===== config.mk =====
export PLATFORM = sky130hd
export DESIGN_NAME = uart_mac_frame_ctrl
export DESIGN_NICKNAME = d
export VERILOG_FILES = /design/src/rtl/uart_ctrl_pkg.sv /design/src/rtl/uart_byte_timer.sv /design/src/rtl/uart_mac_frame_ctrl.sv
export SDC_FILE = /design/constraint.sdc
export NUM_CORES = 1
export LEC_CHECK = 0
export ABC_AREA = 1
export CAP_MARGIN = 10
export CORE_ASPECT_RATIO = 0.6
export CORE_UTILIZATION = 40
export CTS_CLUSTER_DIAMETER = 150
export DETAILED_ROUTE_END_ITERATION = 12
export REMOVE_ABC_BUFFERS = 1
export SYNTH_ARGS = -nofsm -noshare
export SYNTH_HDL_FRONTEND = slang
export SYNTH_HIERARCHICAL = 1
export SYNTH_SLANG_ARGS = --single-unit

===== constraint.sdc =====
create_clock -name i_Clock -period 2.5 [get_ports i_Clock]
set_input_delay 0.375 -clock i_Clock [delete_from_list [all_inputs] [get_ports i_Clock]]
set_output_delay 0.375 -clock i_Clock [all_outputs]
set_load 0.01 [all_outputs]

===== src/rtl/uart_ctrl_pkg.sv =====
// Shared types and constants for the UART-to-MAC frame sequencer.
// Frame layout: SYNC, CMD, A[4], B[4], CHK.
package uart_ctrl_pkg;

  typedef enum logic [2:0] {
    WAIT_SYNC = 3'd0,
    GET_CMD   = 3'd1,
    GET_A     = 3'd2,
    GET_B     = 3'd3,
    GET_CHK   = 3'd4,
    ISSUE     = 3'd5
  } state_t;

  localparam logic [1:0] ERR_NONE    = 2'b00;
  localparam logic [1:0] ERR_CHK     = 2'b01;
  localparam logic [1:0] ERR_TIMEOUT = 2'b10;
  localparam logic [1:0] ERR_OVERRUN = 2'b11;

  localparam int FRAME_LEN = 10;

  // Running frame checksum: plain XOR over CMD and the operand bytes.
  function automatic logic [7:0] chk_update(input logic [7:0] acc, input logic [7:0] data);
    return acc ^ data;
  endfunction

endpackage


===== src/rtl/uart_byte_timer.sv =====
// Saturating inter-byte idle counter.
// Expired flags the final count before an idle-timeout.
module uart_byte_timer #(
  parameter int IDLE_TIMEOUT_CLKS = 4340
) (
  input  logic clk,
  input  logic rst_l,
  input  logic clr,
  input  logic en,
  output logic expired
);

  localparam int W = $clog2(IDLE_TIMEOUT_CLKS);
  localparam logic [W-1:0] LAST = W'(IDLE_TIMEOUT_CLKS - 1);

  logic [W-1:0] count_r;

  // Counter: clear wins, then count up while enabled, holding at LAST.
  always_ff @(posedge clk or negedge rst_l) begin
    if (!rst_l) begin
      count_r <= '0;
    end else if (clr) begin
      count_r <= '0;
    end else if (en && (count_r != LAST)) begin
      count_r <= count_r + {{(W-1){1'b0}}, 1'b1};
    end else begin
      count_r <= count_r;
    end
  end

  assign expired = (count_r == LAST);

endmodule


===== src/rtl/uart_mac_frame_ctrl.sv =====
// Parses SYNC/CMD/A/B/CHK frames from the UART receiver and issues each good
// frame to the MAC over a valid/ready handshake; bad frames raise an error pulse.
module uart_mac_frame_ctrl
  import uart_ctrl_pkg::*;
#(
  parameter logic [7:0] SYNC_BYTE         = 8'hA5,
  parameter int         IDLE_TIMEOUT_CLKS = 4340
) (
  input  logic        i_Clock,
  input  logic        i_Rst_L,
  input  logic        i_RX_DV,
  input  logic [7:0]  i_RX_Byte,
  output logic        o_Op_Valid,
  input  logic        i_Op_Ready,
  output logic [7:0]  o_Op_Cmd,
  output logic [31:0] o_Op_A,
  output logic [31:0] o_Op_B,
  output logic        o_Frame_Err,
  output logic [1:0]  o_Err_Code,
  output logic        o_Busy
);

  localparam logic [1:0] LAST_IDX = 2'(((FRAME_LEN - 2) / 2) - 1);

  state_t      state_r, state_nxt_s;
  logic [1:0]  idx_r;
  logic [7:0]  chk_r, cmd_r;
  logic [31:0] a_r, b_r;
  logic        op_valid_r, frame_err_r, busy_r;
  logic [1:0]  err_code_r, err_code_nxt_s;
  logic        err_pulse_s, last_byte_s, expired_s, timer_en_s, timer_clr_s;

  assign last_byte_s = (idx_r == LAST_IDX);
  assign timer_en_s  = (state_r == GET_CMD) || (state_r == GET_A) ||
                       (state_r == GET_B)   || (state_r == GET_CHK);
  assign timer_clr_s = i_RX_DV || !timer_en_s;

  uart_byte_timer #(.IDLE_TIMEOUT_CLKS(IDLE_TIMEOUT_CLKS)) u_timer (
    .clk     (i_Clock),
    .rst_l   (i_Rst_L),
    .clr     (timer_clr_s),
    .en      (timer_en_s),
    .expired (expired_s)
  );

  // Next-state and error decision; a DV always takes priority over a timeout.
  always_comb begin
    state_nxt_s    = state_r;
    err_pulse_s    = 1'b0;
    err_code_nxt_s = err_code_r;
    case (state_r)
      WAIT_SYNC: begin
        if (i_RX_DV && (i_RX_Byte == SYNC_BYTE)) state_nxt_s = GET_CMD;
        else                                     state_nxt_s = WAIT_SYNC;
      end
      GET_CMD, GET_A, GET_B: begin
        if (i_RX_DV) begin
          if (state_r == GET_CMD)  state_nxt_s = GET_A;
          else if (!last_byte_s)   state_nxt_s = state_r;
          else if (state_r == GET_A) state_nxt_s = GET_B;
          else                     state_nxt_s = GET_CHK;
        end else if (expired_s) begin
          state_nxt_s    = WAIT_SYNC;
          err_pulse_s    = 1'b1;
          err_code_nxt_s = ERR_TIMEOUT;
        end else begin
          state_nxt_s = state_r;
        end
      end
      GET_CHK: begin
        if (i_RX_DV) begin
          if (i_RX_Byte == chk_r) begin
            state_nxt_s = ISSUE;
          end else begin
            state_nxt_s    = WAIT_SYNC;
            err_pulse_s    = 1'b1;
            err_code_nxt_s = ERR_CHK;
          end
        end else if (expired_s) begin
          state_nxt_s    = WAIT_SYNC;
          err_pulse_s    = 1'b1;
          err_code_nxt_s = ERR_TIMEOUT;
        end else begin
          state_nxt_s = GET_CHK;
        end
      end
      ISSUE: begin
        // A byte arriving alongside the handshake is simply dropped.
        if (i_Op_Ready) begin
          state_nxt_s = WAIT_SYNC;
        end else if (i_RX_DV) begin
          state_nxt_s    = ISSUE;
          err_pulse_s    = 1'b1;
          err_code_nxt_s = ERR_OVERRUN;
        end else begin
          state_nxt_s = ISSUE;
        end
      end
      default: begin
        state_nxt_s = WAIT_SYNC;
      end
    endcase
  end

  // Control registers and the registered status outputs.
  always_ff @(posedge i_Clock or negedge i_Rst_L) begin
    if (!i_Rst_L) begin
      state_r     <= WAIT_SYNC;
      op_valid_r  <= 1'b0;
      busy_r      <= 1'b0;
      frame_err_r <= 1'b0;
      err_code_r  <= ERR_NONE;
    end else begin
      state_r     <= state_nxt_s;
      op_valid_r  <= (state_nxt_s == ISSUE);
      busy_r      <= (state_nxt_s != WAIT_SYNC);
      frame_err_r <= err_pulse_s;
      err_code_r  <= err_code_nxt_s;
    end
  end

  // Payload capture; operands load little-endian and only in GET_A / GET_B.
  always_ff @(posedge i_Clock or negedge i_Rst_L) begin
    if (!i_Rst_L) begin
      idx_r <= 2'd0;
      chk_r <= 8'h00;
      cmd_r <= 8'h00;
      a_r   <= 32'h0000_0000;
      b_r   <= 32'h0000_0000;
    end else if (i_RX_DV) begin
      case (state_r)
        WAIT_SYNC: begin
          if (i_RX_Byte == SYNC_BYTE) begin
            chk_r <= 8'h00;
            idx_r <= 2'd0;
          end
        end
        GET_CMD: begin
          cmd_r <= i_RX_Byte;
          chk_r <= chk_update(chk_r, i_RX_Byte);
        end
        GET_A: begin
          a_r[{idx_r, 3'b000} +: 8] <= i_RX_Byte;
          chk_r <= chk_update(chk_r, i_RX_Byte);
          idx_r <= idx_r + 2'd1;
        end
        GET_B: begin
          b_r[{idx_r, 3'b000} +: 8] <= i_RX_Byte;
          chk_r <= chk_update(chk_r, i_RX_Byte);
          idx_r <= idx_r + 2'd1;
        end
        default: begin
        end
      endcase
    end
  end

  assign o_Op_Valid  = op_valid_r;
  assign o_Op_Cmd    = cmd_r;
  assign o_Op_A      = a_r;
  assign o_Op_B      = b_r;
  assign o_Frame_Err = frame_err_r;
  assign o_Err_Code  = err_code_r;
  assign o_Busy      = busy_r;

endmodule


==> metrics.json, run 1 <==
{
  "routing": {
    "post-route-drc-count": 0,
    "met2_length_mm": 4.88,
    "drt_pre_antenna_iters": 5,
    "route.antenna.remaining_nets": 0,
    "highest_layer": "met4",
    "via_count": 4084,
    "wl_per_cell_um": 15.2,
    "via_to_cell_ratio": 4.90,
    "wl_met3_um": 902,
    "drt_iter0_markers": 269,
    "drt-total-wl_mm": 12.7,
    "routedLengthMet1_mm": 6.77
  },
  "clock_network": {
    "cts_htree_levels": 3,
    "ctsRootBufferMaster": "clkbuf_16",
    "numCtsBuffers": 9,
    "cts_tree": "done",
    "post_cts_setup_buffer_count": 0,
    "clk-insertion-delay-late_ns": 0.35,
    "cts_max_path_buffers": 2,
    "clk_pin_slew_worst_paths_ns": 0.08,
    "tritoncts_num_sinks": 103
  },
  "yosys": {
    "post_synth_main_area_contributors": "dfrtp_1, nand2_1, mux2_2, inv_1, nor2_1",
    "synth_top_cell_by_area": "dfrtp_1",
    "ys_top_cells_by_count": "nand2_1, dfrtp_1, inv_1",
    "postSynthRegisterBits": 103,
    "number_of_distinct_library_cells_after_synthesis": 30,
    "synthesis.instances": 560,
    "ys.warnings.count": 6,
    "synth-seq-area-share_pct": 51.9,
    "postSynth.asyncResetShare_pct": 100,
    "edff_count_synth": 0,
    "synth_area_um2": 4970,
    "synth_top_flop_cell": "dfrtp_1",
    "post_synth.cell_area_avg_um2": 8.87,
    "post-synth-top-area-fraction_pct": 51.9,
    "post-synth-top-count-cell": "nand2_1"
  },
  "power_and_ir_drop": {
    "switching_share_pct": 36.0,
    "p_clk_share_pct": 21.1,
    "max-vdd-ir-drop_mv": 0.449,
    "power_frac_comb_pct": 41.0,
    "switchingPower_mw": 2.49,
    "pwr_density_cell_nw_per_um2": 1080,
    "static-leakage-power_nw": 3.09,
    "power.sequential.fraction_pct": 37.9,
    "cellInternalPower_mw": 4.43
  },
  "final_layout": {
    "area_growth_syn_to_layout_pct": 29.1,
    "design.final.nets": 681,
    "drive_above_1_share_pct": 14.5,
    "final_cell_count_no_fill": 833,
    "num_antenna_cells": 0
  },
  "timing": {
    "setup_slack_ns": 0.554,
    "fin_crit_sh_pct": 77.8,
    "worst-slew-pin-transition_ns": 0.533,
    "timing.slew.headroom_pct": 64.3,
    "final-hold-violation-count": 0,
    "setup_total_negative_slack_ns": 0,
    "maxClockFrequency_ghz": 0.514,
    "grt_setup_unrepaired": "no",
    "post-route-min-period_ns": 1.95,
    "final-setup-viol-count": 0,
    "timing.final.max_slew_violations": 0,
    "fin_worst_skew_ns": 0.00735
  },
  "placed_design": {
    "hpwlAfterDp_mm": 9.59,
    "worst_slack_after_detailed_placement_ns": 0.275,
    "port_buffers": 88,
    "finalWeightedCongestion": 0.833,
    "placedCellCount": 816
  },
  "worst_setup_path": {
    "critical_path.endpoint_type": "flip-flop",
    "worstReg2RegEnd": "o_Busy",
    "worst_ep_arrival_time_ns": 2.18,
    "cp-startpoint": "u_timer/count_r[1]",
    "critical_path.endpoint": "o_Busy",
    "critPathRequiredTime_ns": 2.73,
    "critical_path.startpoint_type": "flip-flop",
    "worst_r2r_startpoint": "u_timer/count_r[1]",
    "reg2reg_depth": 12,
    "path_class": "reg -> reg",
    "critPathMaxFanout": 6,
    "r2r_setup_slack_ns": 0.55
  },
  "global_route": {
    "grt_use_total_pct": 21.0,
    "initial_antenna_violation_count": 0,
    "largest_net_degree_at_the_start_of_global_routing": 51,
    "grt_remaining_overflow": 0,
    "via_count_of_the_first_global_routing_pass": 3712,
    "first_pass_grt_wire_length_mm": 20.5
  },
  "die": {
    "die_height_um": 88.3,
    "die-area_um2": 12900,
    "initial_core_util_pct": 41.2,
    "placement_rows": 31,
    "ios": 89,
    "die_width_um": 146,
    "design.core.area_um2": 12100
  },
  "job": {
    "maxCapViolations": 0
  },
  "status": {
    "run_status": "complete, no violations"
  },
  "worst_hold_path": {
    "hp-class": "in -> async"
  }
}
==> power by group through the flow <==
stage          clock network (mW)  logic, mW  registers (mW)
2_1_floorplan                   0       1.20            2.78
3_3_place_gp                    0       2.79            2.63
3_5_place_dp                    0       2.85            2.66
4_1_cts                      1.49       2.86            2.62
5_1_grt                      1.56       3.11            2.69
6_report                     1.46       2.84            2.62
==> layer usage <==
layer | global-route usage, % | vias up
met1 | 33.2 | 1927
li1 | - | 2008
met4 | 5.74 | 0
met2 | 28.0 | 140
met5 | 0 | -
met3 | 4.90 | 9
==> sequential cells by signal (all words and copies together), names as in the netlist <==
name             flops
chk_r                8
idx_r                2
o_Busy               1
o_Err_Code           2
o_Frame_Err          1
o_Op_A              32
o_Op_B              32
o_Op_Cmd             8
o_Op_Valid           1
state_r              3
u_timer/count_r     13
==> area by class of cell <==
type	instances	area, um^2
Clock buffer	9	225
Clock inverter	7	80.1
Fill cell	1107	5650
Inverter	62	233
Multi-Input combinational cell	386	2100
Sequential cell	103	2580
Tap cell	165	206
Timing Repair Buffer	101	991
==> cell usage in the layout (no fill, tap or decap), types with 4 or more instances in the layout <==
cell type,synthesis,layout
mux2_2,40,40
clkbuf_16,0,9
nand3_1,26,26
dfrtp_1,103,103
nand2_1,167,167
nand4_1,14,14
o21ai_0,27,27
nand2_2,4,4
ha_1,6,6
o21ai_2,7,7
buf_4,0,12
nor2_1,55,55
o21ai_1,5,5
inv_1,58,58
nor2_4,5,5
nor3_1,12,12
inv_2,4,4
clkdlybuf4s50_1,0,87
==> logic make-up (layout without fill, tap and decap cells) <==
group / after synthesis / count (layout) / share of synthesized area, %
compound gates: 45 / 45 / 5.27
simple gates: 291 / 291 / 25.6
xor+xnor: 4 / 4 / 0.706
fa+ha+maj: 6 / 6 / 1.51
buf+inv: 71 / 179 / 5.90
mux: 40 / 40 / 9.07
flops: 103 / 103 / 51.9
==> repair_timing <==
item	in CTS	in global routing
hold buffers	1	0
endpoints found under the hold margin	25	0
gates resized for setup	0	0
==> worst min-delay path by stage <==
stage,from,end,slack (ns),depth (start not counted)
2_1_floorplan,i_Rst_L,chk_r[0],0.08,0
3_3_place_gp,i_Rst_L,o_Op_A[23],0.31,1
3_5_place_dp,i_Rst_L,o_Op_B[30],0.32,1
4_1_cts,o_Op_A[4],o_Op_A[4],0.48,2
5_1_grt,o_Op_A[4],o_Op_A[4],0.50,2
6_report,i_Rst_L,o_Op_A[11],0.48,2
==> through the flow <==
stage	utilization (%)	total power, mW	hold slack, ns	instance area (um^2)
6_report	53.1	6.92	0.477	6410
3_3_place_gp	50.5	5.42	0.313	6090
3_5_place_dp	50.5	5.50	0.320	6090
5_1_grt	53.1	7.36	0.500	6410
2_1_floorplan	-	3.99	0.0794	4910
4_1_cts	53.1	6.98	0.479	6410
==> worst max-delay path, stage by stage, from the launching register on <==
cell and delay (ns):
dfrtp_1 0.44, ha_1 0.21, nand2_1 0.07, nor2_2 0.15, nand3_4 0.11, inv_1 0.18
o21ai_0 0.11, nand2_1 0.07, nor2_1 0.03, o21ai_0 0.10, nand3_1 0.13, nor2_1 0.15
nand2_1 0.08
(Power assumes the default switching activity.)
==> run 2: changes to the inputs <==
Settings changed: PLACE_DENSITY set to 0.66.
Clock period 2.5 ns to 1.65 ns, I/O delays scaled along.
==> run 2 against run 1 <==
Against the previous run: setup slack got worse by 0.54 ns; global-route usage rose by 1.4 points; sequential power rose by 52%.
==> metrics.json, run 2 (synthesized netlist as in run 1, its figures left out) <==
{
  "status": {
    "run_status": "complete, no violations"
  },
  "power_and_ir_drop": {
    "pwr_density_cell": {"value": 1580, "unit": "nW/um^2", "change": "+46%"},
    "static-leakage-power": {"value": 3.31, "unit": "nW", "change": "+7.3%"},
    "max-vdd-ir-drop": {"value": 0.834, "unit": "mV", "change": "+86%"},
    "finalPower": {"value": 10.9, "unit": "mW", "change": "+58%"}
  },
  "worst_setup_path": {
    "critPathMaxFanout": {"value": 8, "change": "+2"},
    "path_class": "reg -> reg",
    "critical_path.startpoint_type": "flip-flop",
    "critical_path.endpoint_type": "flip-flop",
    "worst_ep_arrival_time": {"value": 1.89, "unit": "ns", "change": "-0.29 ns"},
    "critPathRequiredTime": {"value": 1.90, "unit": "ns", "change": "-0.83 ns"}
  },
  "die": {
    "initial_core_util": {"value": 41.2, "unit": "%", "change": "unchanged"},
    "ios": {"value": 89, "change": "unchanged"},
    "die_height": {"value": 88.3, "unit": "um", "change": "unchanged"},
    "placement_rows": {"value": 31, "change": "unchanged"},
    "die-area": {"value": 12900, "unit": "um^2", "change": "unchanged"},
    "die_width": {"value": 146, "unit": "um", "change": "unchanged"},
    "design.core.area": {"value": 12100, "unit": "um^2", "change": "unchanged"}
  },
  "global_route": {
    "via_count_of_the_first_global_routing_pass": {"value": 4242, "change": "+14%"},
    "initial_antenna_violation_count": {"value": 0, "change": "unchanged"},
    "grt_use_total": {"value": 22.5, "unit": "%", "change": "+1.4 points"},
    "gr-max-usage-layer": "met2",
    "gr-usage-met2": {"value": 33.0, "unit": "%", "change": "+5.0 points"},
    "globalRouteMet1Util": {"value": 32.9, "unit": "%", "change": "-0.24 points"},
    "first_pass_grt_wire_length": {"value": 22.1, "unit": "mm", "change": "+8.0%"},
    "use_met3": {"value": 6.08, "unit": "%", "change": "+1.2 points"},
    "largest_net_degree_at_the_start_of_global_routing": {"value": 38, "change": "-25%"},
    "grt_remaining_overflow": {"value": 0, "change": "unchanged"}
  },
  "placed_design": {
    "hpwlAfterDp": {"value": 9.96, "unit": "mm", "change": "+3.8%"},
    "finalWeightedCongestion": {"value": 0.870, "change": "+4.5%"},
    "placedCellCount": {"value": 856, "change": "+4.9%"},
    "port_buffers": {"value": 88, "change": "unchanged"}
  },
  "routing": {
    "route.antenna.remaining_nets": {"value": 0, "change": "unchanged"},
    "wl_per_cell": {"value": 15.8, "unit": "um", "change": "+3.7%"},
    "post-route-drc-count": {"value": 0, "change": "unchanged"},
    "via_count": {"value": 4378, "change": "+7.2%"},
    "drt_pre_antenna_iters": {"value": 5, "change": "unchanged"},
    "drt-total-wl": {"value": 13.8, "unit": "mm", "change": "+9.1%"},
    "drt_iter0_markers": {"value": 425, "change": "+58%"},
    "via_to_cell_ratio": {"value": 4.99, "change": "+1.8%"}
  },
  "timing": {
    "setup_total_negative_slack": {"value": 0, "unit": "ns", "change": "unchanged"},
    "timing.final.max_slew_violations": {"value": 0, "change": "unchanged"},
    "final-setup-viol-count": {"value": 0, "change": "unchanged"},
    "grt_setup_unrepaired": "yes",
    "final-hold-violation-count": {"value": 0, "change": "unchanged"},
    "fin_worst_skew": {"value": 0.00829, "unit": "ns", "change": "+0.000940 ns"},
    "post-route-min-period": {"value": 1.64, "unit": "ns", "change": "-0.306 ns"},
    "timing.slew.headroom": {"value": 67.6, "unit": "%", "change": "+3.3 points"},
    "maxClockFrequency": {"value": 0.610, "unit": "GHz", "change": "+19%"},
    "fin_crit_sh": {"value": 99.4, "unit": "%", "change": "+22 points"},
    "min_hold_slack": {"value": 0.374, "unit": "ns", "change": "-0.102 ns"},
    "worst-slew-pin-transition": {"value": 0.484, "unit": "ns", "change": "-0.0487 ns"}
  },
  "clock_network": {
    "clk_pin_slew_worst_paths": {"value": 0.08, "unit": "ns", "change": "about the same"},
    "cts_htree_levels": {"value": 3, "change": "unchanged"},
    "cts_max_path_buffers": {"value": 2, "change": "unchanged"},
    "ctsRootBufferMaster": "clkbuf_16",
    "numCtsBuffers": {"value": 9, "change": "unchanged"},
    "tritoncts_num_sinks": {"value": 103, "change": "unchanged"},
    "cts_tree": "done",
    "clk-insertion-delay-late": {"value": 0.36, "unit": "ns", "change": "about the same"}
  },
  "final_layout": {
    "design.final.nets": {"value": 725, "change": "+6.5%"},
    "final_cell_count_no_fill": {"value": 877, "change": "+5.3%"},
    "area_growth_syn_to_layout_pct": 39.2,
    "fillers": {"value": 1010, "change": "-8.8%"},
    "drive_above_1_share": {"value": 24.6, "unit": "%", "change": "+10 points"},
    "highest_count_cells_in_the_layout_ignoring_fill_and_taps": "nand2_1, dfrtp_1, clkdlybuf4s50_1",
    "num_antenna_cells": {"value": 0, "change": "unchanged"},
    "layout_commonest_cell": "nand2_1"
  },
  "job": {
    "maxCapViolations": {"value": 0, "change": "unchanged"}
  },
  "worst_hold_path": {
    "hp-class": "in -> async"
  }
}
[run 2: routing by layer]
metal / wire length [um] / up-vias / part of all wire [%]
met2: 5680 / 180 / 41
met3: 980 / 15 / 7.1
met1: 7040 / 2084 / 51
li1: - / 2099 / -
met4: 134 / 0 / 0.97
met5: 0 / - / 0
[run 2: stage by stage]
stage	cell area [um^2]	setup slack [ns]	utilization [%]
2_1_floorplan	4910	-0.340	-
3_3_place_gp	6420	-0.281	53.2
3_5_place_dp	6420	-0.311	53.2
4_1_cts	6760	0.00474	56.1
5_1_grt	6910	-0.0565	57.3
6_report	6910	0.0102	57.3
[run 2: worst paths after layout]
kind | slack [ns] | endpoint | depth (start not counted) | startpoint
min reg2reg | 0.48 | o_Op_A[0] | 2 | o_Op_A[0]
max in group asynchronous | 0.63 | o_Op_A[5] | 3 | i_Rst_L
max reg2reg | 0.01 | o_Op_B[11] | 5 | state_r[0]
min in group i_Clock | 0.48 | o_Op_A[0] | 2 | o_Op_A[0]
min | 0.37 | o_Op_B[24] | 2 | i_Rst_L
max | 0.01 | o_Op_B[11] | 5 | state_r[0]
[run 2: critical path: stages (launching register included)]
cell     delay, ns
dfrtp_1       0.47
inv_2         0.12
nor3_4        0.23
inv_2         0.11
nor2_4        0.24
mux2_2        0.37
[run 2: cell type report]
| type | count | area (um^2) | area share, % |
|---|---|---|---|
| clock inverter | 6 | 53.8 | 0.778 |
| sequential | 103 | 2580 | 37.3 |
| clock buffer | 10 | 239 | 3.46 |
| multi-input combinational | 386 | 2230 | 32.2 |
| inverter | 62 | 235 | 3.40 |
| timing repair buffer | 145 | 1370 | 19.8 |
| tap | 165 | 206 | 2.99 |
[run 2: what timing repair did]
item / CTS / global route
pin swaps: 2 / 13
endpoints found under the hold margin: 29 / 0
endpoints found under the setup margin: 27 / 85
hold buffers: 1 / 0
gates resized for setup: 7 / 39
buffers inserted: 1 / 3
[run 2: power by group]
| part | total [mW] | internal [mW] | switching (mW) |
|---|---|---|---|
| Combinational | 4.85 | 2.41 | 2.44 |
| Clock | 2.09 | 1.09 | 1.00 |
| Sequential | 3.97 | 3.39 | 0.577 |
| Total | 10.9 | 6.89 | 4.02 |
==> run 3: changes to the inputs <==
Settings changed: SETUP_SLACK_MARGIN set to 0.3.
==> run 3 against run 2 <==
Against the previous run: the flow now finishes with violations (setup timing); routed wire length up 23%; cell area up 15%; cell count up 4.6%; clock skew up 0.0034 ns; critical endpoint is now o_Op_A[27]; largest cell class is now multi-input combinational cells.
==> metrics.json, run 3 (synthesized netlist as in run 1, its figures left out) <==
{
  "power_and_ir_drop": {
    "finalPower": {"value": 12.6, "unit": "mW", "change": "+15%"},
    "switchingPower": {"value": 5.05, "unit": "mW", "change": "+26%"},
    "pwr_density_cell": {"value": 1580, "unit": "nW/um^2", "change": "+0.23%"},
    "p_clk_share": {"value": 16.9, "unit": "%", "change": "-2.2 points"},
    "switching_share": {"value": 40.3, "unit": "%", "change": "+3.4 points"},
    "power.sequential.fraction": {"value": 31.9, "unit": "%", "change": "-4.5 points"},
    "cellInternalPower": {"value": 7.50, "unit": "mW", "change": "+8.8%"},
    "power_frac_comb": {"value": 51.2, "unit": "%", "change": "+6.7 points"},
    "static-leakage-power": {"value": 4.01, "unit": "nW", "change": "+21%"},
    "max-vdd-ir-drop": {"value": 0.791, "unit": "mV", "change": "-5.2%"}
  },
  "worst_setup_path": {
    "cp_cell_sequence": "buf_6 -> buf_8 -> ha_4 -> nand2_1 -> nor2_2 -> buf_12 -> mux2_2",
    "cp_num_buf_inv": {"value": 3, "change": "+1"},
    "critical_path.startpoint_type": "flip-flop",
    "critPathMaxFanout": {"value": 8, "change": "unchanged"},
    "critPathRequiredTime": {"value": 1.89, "unit": "ns", "change": "about the same"},
    "worst_ep_arrival_time": {"value": 2.00, "unit": "ns", "change": "+0.11 ns"},
    "path_class": "reg -> reg",
    "reg2reg_depth": {"value": 7, "change": "+2"},
    "r2r_setup_slack": {"value": -0.11, "unit": "ns", "change": "-0.12 ns"},
    "cpPeakStageDelay": {"value": 0.45, "unit": "ns", "change": "-0.02 ns"},
    "worstReg2RegEnd": "o_Op_A[27]",
    "crit_slowest_cell": "dfrtp_1",
    "worst_r2r_startpoint": "idx_r[0]",
    "cell_family_with_most_cp_delay": "flip-flops",
    "critical_path.endpoint_type": "flip-flop"
  },
  "timing": {
    "fin_crit_sh": {"value": 106, "unit": "%", "change": "+7.1 points"},
    "final-setup-viol-count": {"value": 22, "change": "+22"},
    "timing.final.max_slew_violations": {"value": 0, "change": "unchanged"},
    "min_hold_slack": {"value": 0.375, "unit": "ns", "change": "+0.000389 ns"},
    "fin_worst_skew": {"value": 0.0117, "unit": "ns", "change": "+0.00336 ns"},
    "maxClockFrequency": {"value": 0.569, "unit": "GHz", "change": "-6.7%"},
    "final-hold-violation-count": {"value": 0, "change": "unchanged"},
    "timing.slew.headroom": {"value": 67.3, "unit": "%", "change": "-0.26 points"},
    "worst-slew-pin-transition": {"value": 0.490, "unit": "ns", "change": "+0.00576 ns"},
    "setup_slack": {"value": -0.107, "unit": "ns", "change": "-0.117 ns"},
    "grt_setup_unrepaired": "yes",
    "post-route-min-period": {"value": 1.76, "unit": "ns", "change": "+0.117 ns"}
  },
  "clock_network": {
    "tritoncts_num_sinks": {"value": 103, "change": "unchanged"},
    "cts_max_path_buffers": {"value": 2, "change": "unchanged"},
    "ctsRootBufferMaster": "clkbuf_16",
    "numCtsBuffers": {"value": 9, "change": "unchanged"},
    "cts_tree": "done",
    "clk_pin_slew_worst_paths": {"value": 0.08, "unit": "ns", "change": "about the same"},
    "cts_htree_levels": {"value": 3, "change": "unchanged"},
    "clk-insertion-delay-late": {"value": 0.36, "unit": "ns", "change": "about the same"}
  },
  "final_layout": {
    "seqCellArea": {"value": 2580, "unit": "um^2", "change": "unchanged"},
    "area_occupied_by_multi_input_gates": {"value": 2830, "unit": "um^2", "change": "+27%"},
    "layout_commonest_cell": "nand2_1",
    "design.final.nets": {"value": 765, "change": "+5.5%"},
    "final_core_util": {"value": 65.8, "unit": "%", "change": "+8.5 points"},
    "area_growth_syn_to_layout_pct": 59.8,
    "num_antenna_cells": {"value": 0, "change": "unchanged"},
    "highest_count_cells_in_the_layout_ignoring_fill_and_taps": "nand2_1, dfrtp_1, dlygate4sd2_1",
    "drive_above_1_share": {"value": 40.6, "unit": "%", "change": "+16 points"},
    "fillers": {"value": 878, "change": "-13%"}
  },
  "die": {
    "design.core.area": {"value": 12100, "unit": "um^2", "change": "unchanged"},
    "initial_core_util": {"value": 41.2, "unit": "%", "change": "unchanged"},
    "placement_rows": {"value": 31, "change": "unchanged"},
    "die_height": {"value": 88.3, "unit": "um", "change": "unchanged"},
    "die_width": {"value": 146, "unit": "um", "change": "unchanged"},
    "die-area": {"value": 12900, "unit": "um^2", "change": "unchanged"},
    "ios": {"value": 89, "change": "unchanged"}
  },
  "routing": {
    "via_to_cell_ratio": {"value": 5.29, "change": "+5.9%"},
    "drt-total-wl": {"value": 17.0, "unit": "mm", "change": "+23%"},
    "drt_pre_antenna_iters": {"value": 7, "change": "+2"},
    "via_count": {"value": 4847, "change": "+11%"},
    "wl_per_cell": {"value": 18.5, "unit": "um", "change": "+17%"},
    "route.antenna.remaining_nets": {"value": 0, "change": "unchanged"},
    "post-route-drc-count": {"value": 0, "change": "unchanged"},
    "drt_iter0_markers": {"value": 462, "change": "+8.7%"}
  },
  "status": {
    "run_status": "complete, but fails checks",
    "violations": "setup timing"
  },
  "worst_hold_path": {
    "hold_crit_start": "i_RX_Byte[0]",
    "worst_hold_path.num_cells": 4,
    "hp-class": "in -> reg",
    "min_to": "chk_r[0]"
  },
  "global_route": {
    "grt_use_total": {"value": 24.9, "unit": "%", "change": "+2.5 points"},
    "grt_remaining_overflow": {"value": 0, "change": "unchanged"},
    "largest_net_degree_at_the_start_of_global_routing": {"value": 38, "change": "unchanged"},
    "via_count_of_the_first_global_routing_pass": {"value": 4610, "change": "+8.7%"},
    "initial_antenna_violation_count": {"value": 0, "change": "unchanged"},
    "first_pass_grt_wire_length": {"value": 24.4, "unit": "mm", "change": "+11%"}
  },
  "placed_design": {
    "port_buffers": {"value": 88, "change": "unchanged"},
    "worst_slack_after_detailed_placement": {"value": -0.311, "unit": "ns", "change": "unchanged"},
    "finalWeightedCongestion": {"value": 0.870, "change": "unchanged"},
    "hpwlAfterDp": {"value": 9.96, "unit": "mm", "change": "unchanged"}
  },
  "job": {
    "maxCapViolations": {"value": 0, "change": "unchanged"}
  }
}
[run 3: worst max-delay path by stage]
stage	from	endpoint	slack, ns	depth (start not counted)
finish	idx_r[0]	o_Op_A[27]	-0.11	7
global route	idx_r[0]	o_Op_A[28]	-0.13	7
CTS	state_r[0]	o_Op_A[12]	0.09	5
detailed placement	i_RX_DV	o_Op_A[22]	-0.31	5
global placement	i_RX_DV	o_Op_A[22]	-0.28	5
floorplan	state_r[2]	u_timer/count_r[3]	-0.34	8
[run 3: worst min-delay path, cell delays in order]
cell,delay (ns)
dlygate4sd2_1,0.22
nand2_1,0.07
nand4_1,0.09
o21ai_1,0.06
[run 3: cell type report]
type / instances / share of cell area (%)
multi-input cells: 388 / 35.7
flip-flops and latches: 103 / 32.5
repair buffers: 181 / 21.6
inverters: 62 / 3.71
clock buffers: 10 / 3.01
well taps: 165 / 2.60
clock inverters: 6 / 0.678
repair inverters: 2 / 0.189
[run 3: metrics by stage]
step	std cells	setup TNS (ns)	area, um^2
6_report	917	-0.982	7930
2_1_floorplan	551	-4.42	4910
5_1_grt	917	-1.93	7930
3_5_place_dp	856	-16.76	6420
4_1_cts	893	0	7220
3_3_place_gp	856	-15.10	6420
[run 3: power groups by stage]
stage	Sequential [mW]	Combinational, mW	Clock [mW]
after floorplan	4.22	1.82	0
after global placement	3.95	4.44	0
after detailed placement	3.97	4.54	0
after CTS	3.91	5.13	2.15
after global routing	4.09	6.85	2.25
final	4.00	6.43	2.12
[run 3: metal layers]
metal | wire length, um | vias up | part of all wire [%] | GRT usage (%)
li1 | - | 2182 | - | -
met4 | 707 | 0 | 4.2 | 7.75
met5 | 0 | - | 0 | 0
met3 | 1450 | 63 | 8.5 | 7.06
met2 | 7130 | 250 | 42 | 37.0
met1 | 7700 | 2352 | 45 | 35.4
[run 3: repair_timing]
item	4_1_cts	5_1_grt
hold buffers	1	0
resized for setup	204	165
setup endpoints to repair	178	104
gates cloned	5	1
setup buffers	15	23
pin swaps	28	43
hold endpoints to repair	29	0
